--- src/rtl/blit_cmdif_pkg.sv ---
// blit_cmdif_pkg: shared definitions for the blitter command/status front end.
//   - blit_state_t : blit lifecycle encoding, also reported in status bits[3:2]
//   - STAT_*       : status word bit positions
//   - *_OFS_DEF    : default register offsets within blitter space
//   - status_word(): assembles the status word the front end drives
package blit_cmdif_pkg;

    typedef enum logic [1:0] {
        ST_IDLE  = 2'd0,
        ST_RUN   = 2'd1,
        ST_STOP  = 2'd2,
        ST_ABORT = 2'd3
    } blit_state_t;

    localparam int STAT_IDLE  = 0;
    localparam int STAT_STOPB = 1;   // owned by the stop stage, never driven here
    localparam int STAT_ST_LO = 2;
    localparam int STAT_ERR   = 4;
    localparam int STAT_INT   = 5;

    localparam logic [7:0] CMD_OFS_DEF  = 8'h38;
    localparam logic [7:0] STOP_OFS_DEF = 8'h54;

    function automatic logic [31:0] status_word(blit_state_t st, logic err, logic bint);
        logic [31:0] w;
        w                          = '0;
        w[STAT_IDLE]               = (st == ST_IDLE);
        w[STAT_ST_LO+1:STAT_ST_LO] = st;
        w[STAT_ERR]                = err;
        w[STAT_INT]                = bint;
        return w;
    endfunction

endpackage

--- src/rtl/blit_cmdif_if.sv ---
// blit_cmdif_if: GPU register access bus into the blitter command front end.
//   gpu_addr/gpu_wr/gpu_rd/gpu_din : GPU -> blitter (offset, strobes, write data)
//   gpu_dout/gpu_dout_oe           : blitter -> GPU (status data, per-bit enable)
interface blit_cmdif_if;
    logic [7:0]  gpu_addr;
    logic        gpu_wr;
    logic        gpu_rd;
    logic [31:0] gpu_din;
    logic [31:0] gpu_dout;
    logic [31:0] gpu_dout_oe;

    modport master (output gpu_addr, gpu_wr, gpu_rd, gpu_din,
                    input  gpu_dout, gpu_dout_oe);
    modport slave  (input  gpu_addr, gpu_wr, gpu_rd, gpu_din,
                    output gpu_dout, gpu_dout_oe);
endinterface

--- src/rtl/blit_cmdif_clk_edge.sv ---
// clk_edge: detects the rising edge of the level blitter phase clock `clk`
// in the sys_clk domain.
//   sys_clk  in  system clock
//   clk      in  blitter phase clock level
//   clk_rise out clk high now, low on previous sys_clk
// The old-clk register is deliberately not reset so a reset pulse never
// fabricates or swallows a phase edge.
module clk_edge (
    input  logic sys_clk,
    input  logic clk,
    output logic clk_rise
);
    logic clk_q;

    always_ff @(posedge sys_clk)
        clk_q <= clk;

    assign clk_rise = clk & ~clk_q;
endmodule

--- src/rtl/blit_cmdif.sv ---
// blit_cmdif: GPU-facing command/status front end of the blitter.
//   sys_clk, resetl    system clock, synchronous active-low reset
//   clk                blitter phase clock (level); state moves on its rise
//   gpu                GPU register bus (slave side)
//   blit_done          loop sequencer finished (level)
//   stopped, reset_n   from the collision stop stage
//   stopld             B_STOP write strobe, one blitter period
//   statrd             B_CMD read enable (combinational)
//   go                 start pulse to the loop sequencer, one blitter period
//   cmd                latched command word
//   blit_int           completion interrupt (level)
module blit_cmdif
    import blit_cmdif_pkg::*;
#(
    parameter logic [7:0] CMD_OFS  = CMD_OFS_DEF,
    parameter logic [7:0] STOP_OFS = STOP_OFS_DEF
) (
    input  logic              sys_clk,
    input  logic              resetl,
    input  logic              clk,
    blit_cmdif_if.slave       gpu,
    input  logic              blit_done,
    input  logic              stopped,
    input  logic              reset_n,
    output logic              stopld,
    output logic              statrd,
    output logic              go,
    output logic [31:0]       cmd,
    output logic              blit_int
);
    logic        clk_rise;
    logic        cmd_wr, stop_wr, stat_rd;
    logic        cmd_wr_q, stop_wr_q, stat_rd_q;
    logic        cmd_new, stop_new, stat_new;
    logic        int_set, int_clr;
    logic        err;
    blit_state_t state;

    clk_edge u_clk_edge (
        .sys_clk  (sys_clk),
        .clk      (clk),
        .clk_rise (clk_rise)
    );

    assign cmd_wr  = gpu.gpu_wr & (gpu.gpu_addr == CMD_OFS);
    assign stop_wr = gpu.gpu_wr & (gpu.gpu_addr == STOP_OFS);
    assign stat_rd = gpu.gpu_rd & (gpu.gpu_addr == CMD_OFS);

    // Strobe history is sampled only on phase rises, so an access held over
    // several blitter periods acts exactly once, on its first rise.
    assign cmd_new  = cmd_wr  & ~cmd_wr_q;
    assign stop_new = stop_wr & ~stop_wr_q;
    assign stat_new = stat_rd & ~stat_rd_q;

    // Completion sets only on a clean RUN -> IDLE exit; a collision stop on
    // the same edge wins and leaves the interrupt alone.
    assign int_set = (state == ST_RUN) & ~stopped & blit_done;
    assign int_clr = stat_new | (cmd_new & (state == ST_IDLE));

    always_ff @(posedge sys_clk) begin
        if (!resetl) begin
            state     <= ST_IDLE;
            cmd       <= '0;
            go        <= 1'b0;
            stopld    <= 1'b0;
            err       <= 1'b0;
            blit_int  <= 1'b0;
            cmd_wr_q  <= 1'b0;
            stop_wr_q <= 1'b0;
            stat_rd_q <= 1'b0;
        end else if (clk_rise) begin
            cmd_wr_q  <= cmd_wr;
            stop_wr_q <= stop_wr;
            stat_rd_q <= stat_rd;
            go        <= 1'b0;
            stopld    <= stop_new;

            case (state)
                ST_IDLE:
                    if (cmd_new) begin
                        state <= ST_RUN;
                        cmd   <= gpu.gpu_din;
                        go    <= 1'b1;
                    end
                ST_RUN:
                    if (stopped)        state <= ST_STOP;
                    else if (blit_done) state <= ST_IDLE;
                ST_STOP:
                    if (!reset_n)       state <= ST_ABORT;
                    else if (!stopped)  state <= ST_RUN;
                ST_ABORT:
                    if (reset_n)        state <= ST_IDLE;
                default:                state <= ST_IDLE;
            endcase

            // A write is accepted only in IDLE; anything else flags err.
            if (cmd_new)
                err <= (state != ST_IDLE);

            if (int_set)      blit_int <= 1'b1;
            else if (int_clr) blit_int <= 1'b0;
        end
    end

    assign statrd          = stat_rd;
    assign gpu.gpu_dout    = status_word(state, err, blit_int);
    assign gpu.gpu_dout_oe = {{30{stat_rd}}, 1'b0, stat_rd};

endmodule

--- src/flat_wrapper.sv ---
// flat-port wrapper written by rule: the top's interface ports become plain ports
module blit_cmdif_flat import blit_cmdif_pkg::*;
#(
    parameter logic [7:0] CMD_OFS  = CMD_OFS_DEF,
    parameter logic [7:0] STOP_OFS = STOP_OFS_DEF
)
  (sys_clk, resetl, clk, blit_done, stopped, reset_n, stopld, statrd, go, cmd, blit_int, gpu_gpu_addr, gpu_gpu_wr, gpu_gpu_rd, gpu_gpu_din, gpu_gpu_dout, gpu_gpu_dout_oe);
  blit_cmdif_if gpu_i ();
  input  logic sys_clk;
  input  logic resetl;
  input  logic clk;
  input  logic blit_done;
  input  logic stopped;
  input  logic reset_n;
  output logic stopld;
  output logic statrd;
  output logic go;
  output logic [31:0] cmd;
  output logic blit_int;
  input wire logic [$bits(gpu_i.gpu_addr)-1:0] gpu_gpu_addr;
  input wire logic [$bits(gpu_i.gpu_wr)-1:0] gpu_gpu_wr;
  input wire logic [$bits(gpu_i.gpu_rd)-1:0] gpu_gpu_rd;
  input wire logic [$bits(gpu_i.gpu_din)-1:0] gpu_gpu_din;
  output wire logic [$bits(gpu_i.gpu_dout)-1:0] gpu_gpu_dout;
  output wire logic [$bits(gpu_i.gpu_dout_oe)-1:0] gpu_gpu_dout_oe;
  assign gpu_i.gpu_addr = gpu_gpu_addr;
  assign gpu_i.gpu_wr = gpu_gpu_wr;
  assign gpu_i.gpu_rd = gpu_gpu_rd;
  assign gpu_i.gpu_din = gpu_gpu_din;
  assign gpu_gpu_dout = gpu_i.gpu_dout;
  assign gpu_gpu_dout_oe = gpu_i.gpu_dout_oe;
  blit_cmdif #(.CMD_OFS(CMD_OFS), .STOP_OFS(STOP_OFS)) u_core (.sys_clk(sys_clk), .resetl(resetl), .clk(clk), .gpu(gpu_i), .blit_done(blit_done), .stopped(stopped), .reset_n(reset_n), .stopld(stopld), .statrd(statrd), .go(go), .cmd(cmd), .blit_int(blit_int));
endmodule
--- config.mk ---
export PLATFORM = sky130hd
export DESIGN_NAME = blit_cmdif_flat
export DESIGN_NICKNAME = d
export VERILOG_FILES = /design/src/rtl/blit_cmdif_pkg.sv /design/src/rtl/blit_cmdif_if.sv /design/src/rtl/blit_cmdif_clk_edge.sv /design/src/rtl/blit_cmdif.sv /design/src/flat_wrapper.sv
export SDC_FILE = /design/constraint.sdc
export NUM_CORES = 1
export LEC_CHECK = 0
export ABC_CLOCK_PERIOD_IN_PS = 1400
export BUFFER_PORTS_ARGS = -buffer_cell sky130_fd_sc_hd__buf_2
export CELL_PAD_IN_SITES_DETAIL_PLACEMENT = 0
export CELL_PAD_IN_SITES_GLOBAL_PLACEMENT = 1
export CORE_ASPECT_RATIO = 2
export CORE_MARGIN = 2
export CORE_UTILIZATION = 26
export DETAILED_ROUTE_END_ITERATION = 12
export PLACE_DENSITY = 0.86
export SLEW_MARGIN = 40
export SYNTH_ARGS = -nofsm -noshare
export SYNTH_HDL_FRONTEND = slang
export SYNTH_SLANG_ARGS = --single-unit
--- constraint.sdc ---
create_clock -name sys_clk -period 1.4 [get_ports sys_clk]
set_input_delay 0.14 -clock sys_clk [delete_from_list [all_inputs] [get_ports sys_clk]]
set_output_delay 0.14 -clock sys_clk [all_outputs]
set_load 0.1 [all_outputs]
==> results.sh <==
export IMPL_post_synthesis_share_of_cell_area_spent_on_full_adders_half_adders_and_majority_gates=0
export IMPL_die_w_um=70.2
export IMPL_antenna_cells=0
export IMPL_yosys_area_share_simple=0.197
export IMPL_sequential_cell_area_um2=851
export IMPL_synth_sequential_area_ratio=0.369
export IMPL_detailed_route_drc_error_count=0
export IMPL_yosys_warnings=0
export IMPL_multiInputGateArea_mm2=0.00100
export IMPL_drt_antenna_violating_nets=0
export IMPL_crit_path_start_kind="register"
export IMPL_synth_area_in_compound_gates=0.0445
export IMPL_die_h_um=136
export IMPL_start_util=0.265
export IMPL_clock_tree_from_tritoncts="yes"
export IMPL_worst_skew_pair_late_latency_ps=280
export IMPL_initialDrtViolationCount=42
export IMPL_cp_end_kind="register"
export IMPL_violated_checks="setup timing"
export IMPL_largest_net_degree_at_the_start_of_global_routing=65
export IMPL_final_count_of_hold_timing_violations=0
export IMPL_floorplan_core_area_mm2=0.00859
export IMPL_final_nets=408
export IMPL_vias_per_cell=4.28
export IMPL_routed_via_count=1968
export IMPL_synthDistinctLibCells=34
export IMPL_dp_hpwl_mm=4.25
export IMPL_clk_transition_reported_paths_ps=60
export IMPL_fin_worst_skew_ps=5.62
export IMPL_critPathSlowestCell="sky130_fd_sc_hd__dfxtp_4"
export IMPL_final_layout_size_suffix_gt1_frac=0.444
export IMPL_placement_rows=48
export IMPL_layout_worst_path_cycle_share=1.05
export IMPL_cts_root_buf="sky130_fd_sc_hd__clkbuf_16"
export IMPL_power_leakage_nw=1.61
export IMPL_timing_final_setup_violations=41
export IMPL_rsz0062_at_grt="yes"
export IMPL_final_common_cell="sky130_fd_sc_hd__buf_2"
export IMPL_average_cell_area_after_synthesis_um2=8.90
export IMPL_numPortBuffers=119
export IMPL_drt_pass1_iter_count=2
export IMPL_combinational_family_with_the_most_area_after_synthesis="buffers and inverters"
export IMPL_clock_sinks=42
export IMPL_placed_cell_area_mm2=0.00321
export IMPL_worst_ir_drop_vdd_v=0.000570
export IMPL_period_minus_slack_ps=1470
export IMPL_max_stage_delay_ps=350
export IMPL_routedWlPerCell_um=12.6
export IMPL_setup_tns_ps=-1290
export IMPL_outcome="finished with violations"
export IMPL_antenna_violations_before_repair=0
export IMPL_yosys_mux_area_fraction=0.141
export IMPL_finalWirelength_mm=5.82
export IMPL_slew_viol_final=0
export IMPL_clock_fmax_mhz=681
export IMPL_xor_xnor_cell_area_share_of_the_yosys_netlist=0
export IMPL_ff2ff_path_depth=4
export IMPL_worst_hold_path_num_cells=3
export IMPL_nFillCells=819
export IMPL_minimum_setup_slack_in_the_final_design_ps=-67.5
export IMPL_synth_cell_area_mm2=0.00228
export IMPL_boundaryPins=148
export IMPL_power_density_cell_area_mw_per_mm2=782
export IMPL_first_pass_grt_wire_length_mm=8.41
export IMPL_cap_viol_max_count=0
export IMPL_number_of_global_route_vias_before_repair=1858
export IMPL_routability_congestion_estimate=0.733
export IMPL_cts_htree_levels=2
export IMPL_postSynthRegisterBits=42
export IMPL_path_class="reg2reg"
export IMPL_grt_use_total=0.112
export IMPL_layout_area_overhead_vs_synth_pct=58.4
export IMPL_worstPathRequired_ps=1600
export IMPL_grt_overflow_total=0
export IMPL_cts_max_path_buffers=2
export IMPL_critical_path_cell_chain="nor4b_4 -> and4_4 -> clkbuf_16 -> mux2i_1"
export IMPL_die_area_mm2=0.00957
export IMPL_postLayoutCellArea_mm2=0.00361
export IMPL_whs_ps=100
export IMPL_mostFrequentLayoutCells="sky130_fd_sc_hd__buf_2 (82), sky130_fd_sc_hd__nand2_1 (69), sky130_fd_sc_hd__dfxtp_1 (38), sky130_fd_sc_hd__buf_12 (32), sky130_fd_sc_hd__mux2i_1 (31)"
export IMPL_critPathMaxFanout=8
export IMPL_worstPathArrival_ps=1670
export IMPL_worstHoldPathType="in2reg"
export IMPL_synth_cells=256
export IMPL_cts_inserted_buffers=5
registers in the layout, summed over array words and instances (netlist names):
name / cells
u_core.u_clk_edge.clk_q: 1
u_core.state: 2
u_core.err: 1
u_core.go: 1
u_core.blit_int: 1
u_core.stop_wr_q: 1
u_core.cmd_wr_q: 1
u_core.cmd: 32
u_core.stopld: 1
u_core.stat_rd_q: 1
synthesized netlist by cell type (all sizes together):
cell type  number  area, um2
and2            1       6.26
o2111ai         1       8.76
nand4           3       18.8
nor3            1       5.00
nand2b          2       12.5
nor3b           1       7.51
mux2i          32        320
nand3           2       10.0
o21ai           4       20.0
a32oi           1       8.76
conb            1       3.75
nor2            1       3.75
nand2          69        259
a41oi           1       8.76
inv             1       3.75
o21a            1       7.51
and4bb          1       12.5
and4            1       8.76
a21boi          4       30.0
nor4b           2       38.8
nor4bb          2       20.0
nor4            1       6.26
nor2b           5       31.3
clkbuf          8       30.0
a31o            1       8.76
buf            65        529
dfxtp          42        841
o311ai          1       8.76
and3            1       7.51
cells by family after synthesis:
family | count (synthesis)
DFF | 42
other | 1
AOI/OAI and AO/OA | 14
muxes | 32
and+or+nand+nor | 93
buffers and inverters | 74
worst max-delay path, delay by kind of cell, from the launching register on:
kind | cells | cell delay [ps]
buf+inv | 1 | 190
flops | 1 | 350
mux | 1 | 200
simple gates | 2 | 650
report_power, final:
group | internal [W] | total (W) | switching, W
registers | 0.00119 | 0.00119 | 0.00000116
logic | 0.000107 | 0.000540 | 0.000433
clock network | 0.000651 | 0.00109 | 0.000436
what timing repair did:
item	4_1_cts	5_1_grt
endpoints found under the setup margin	54	54
hold endpoints to repair	1	0
cloned	3	2
buffers inserted	3	3
gates resized for setup	14	4
hold buffers	1	0
pin swaps	4	4
layer usage:
layer,vias up,wire length (um),global-route usage
li1,960,-,-
met1,892,1790,0.0964
met2,108,3470,0.226
met3,8,427,0.0326
met4,0,123,0.0534
met5,-,0,0
path summary, 6_finish.rpt:
check,from,end,slack (ps)
worst max-delay path,u_core.state[1],u_core.cmd[13],-70
worst min-delay path,gpu_gpu_din[28],u_core.cmd[28],100
worst max register to register,u_core.state[1],u_core.cmd[13],-70
worst min register to register,u_core.cmd[6],u_core.cmd[6],450
cell type report:
cell class,count,share of cell area
tap,100,0.0347
timing repair buffer,143,0.413
inverter,1,0.00104
multi-input combinational,167,0.278
sequential,42,0.236
clock buffer,6,0.0357
clock inverter,1,0.00208
through the flow:
stage	cells	utilization	setup WS (ps)	power, W
floorplan	283	-	-246	0.00170
global placement	441	0.373	-59.2	0.00174
detailed placement	441	0.373	-101	0.00174
CTS	455	0.409	-70.1	0.00287
global route	460	0.420	-135	0.00295
finish	460	0.420	-67.5	0.00282
Power figures use the tool's default switching activity.
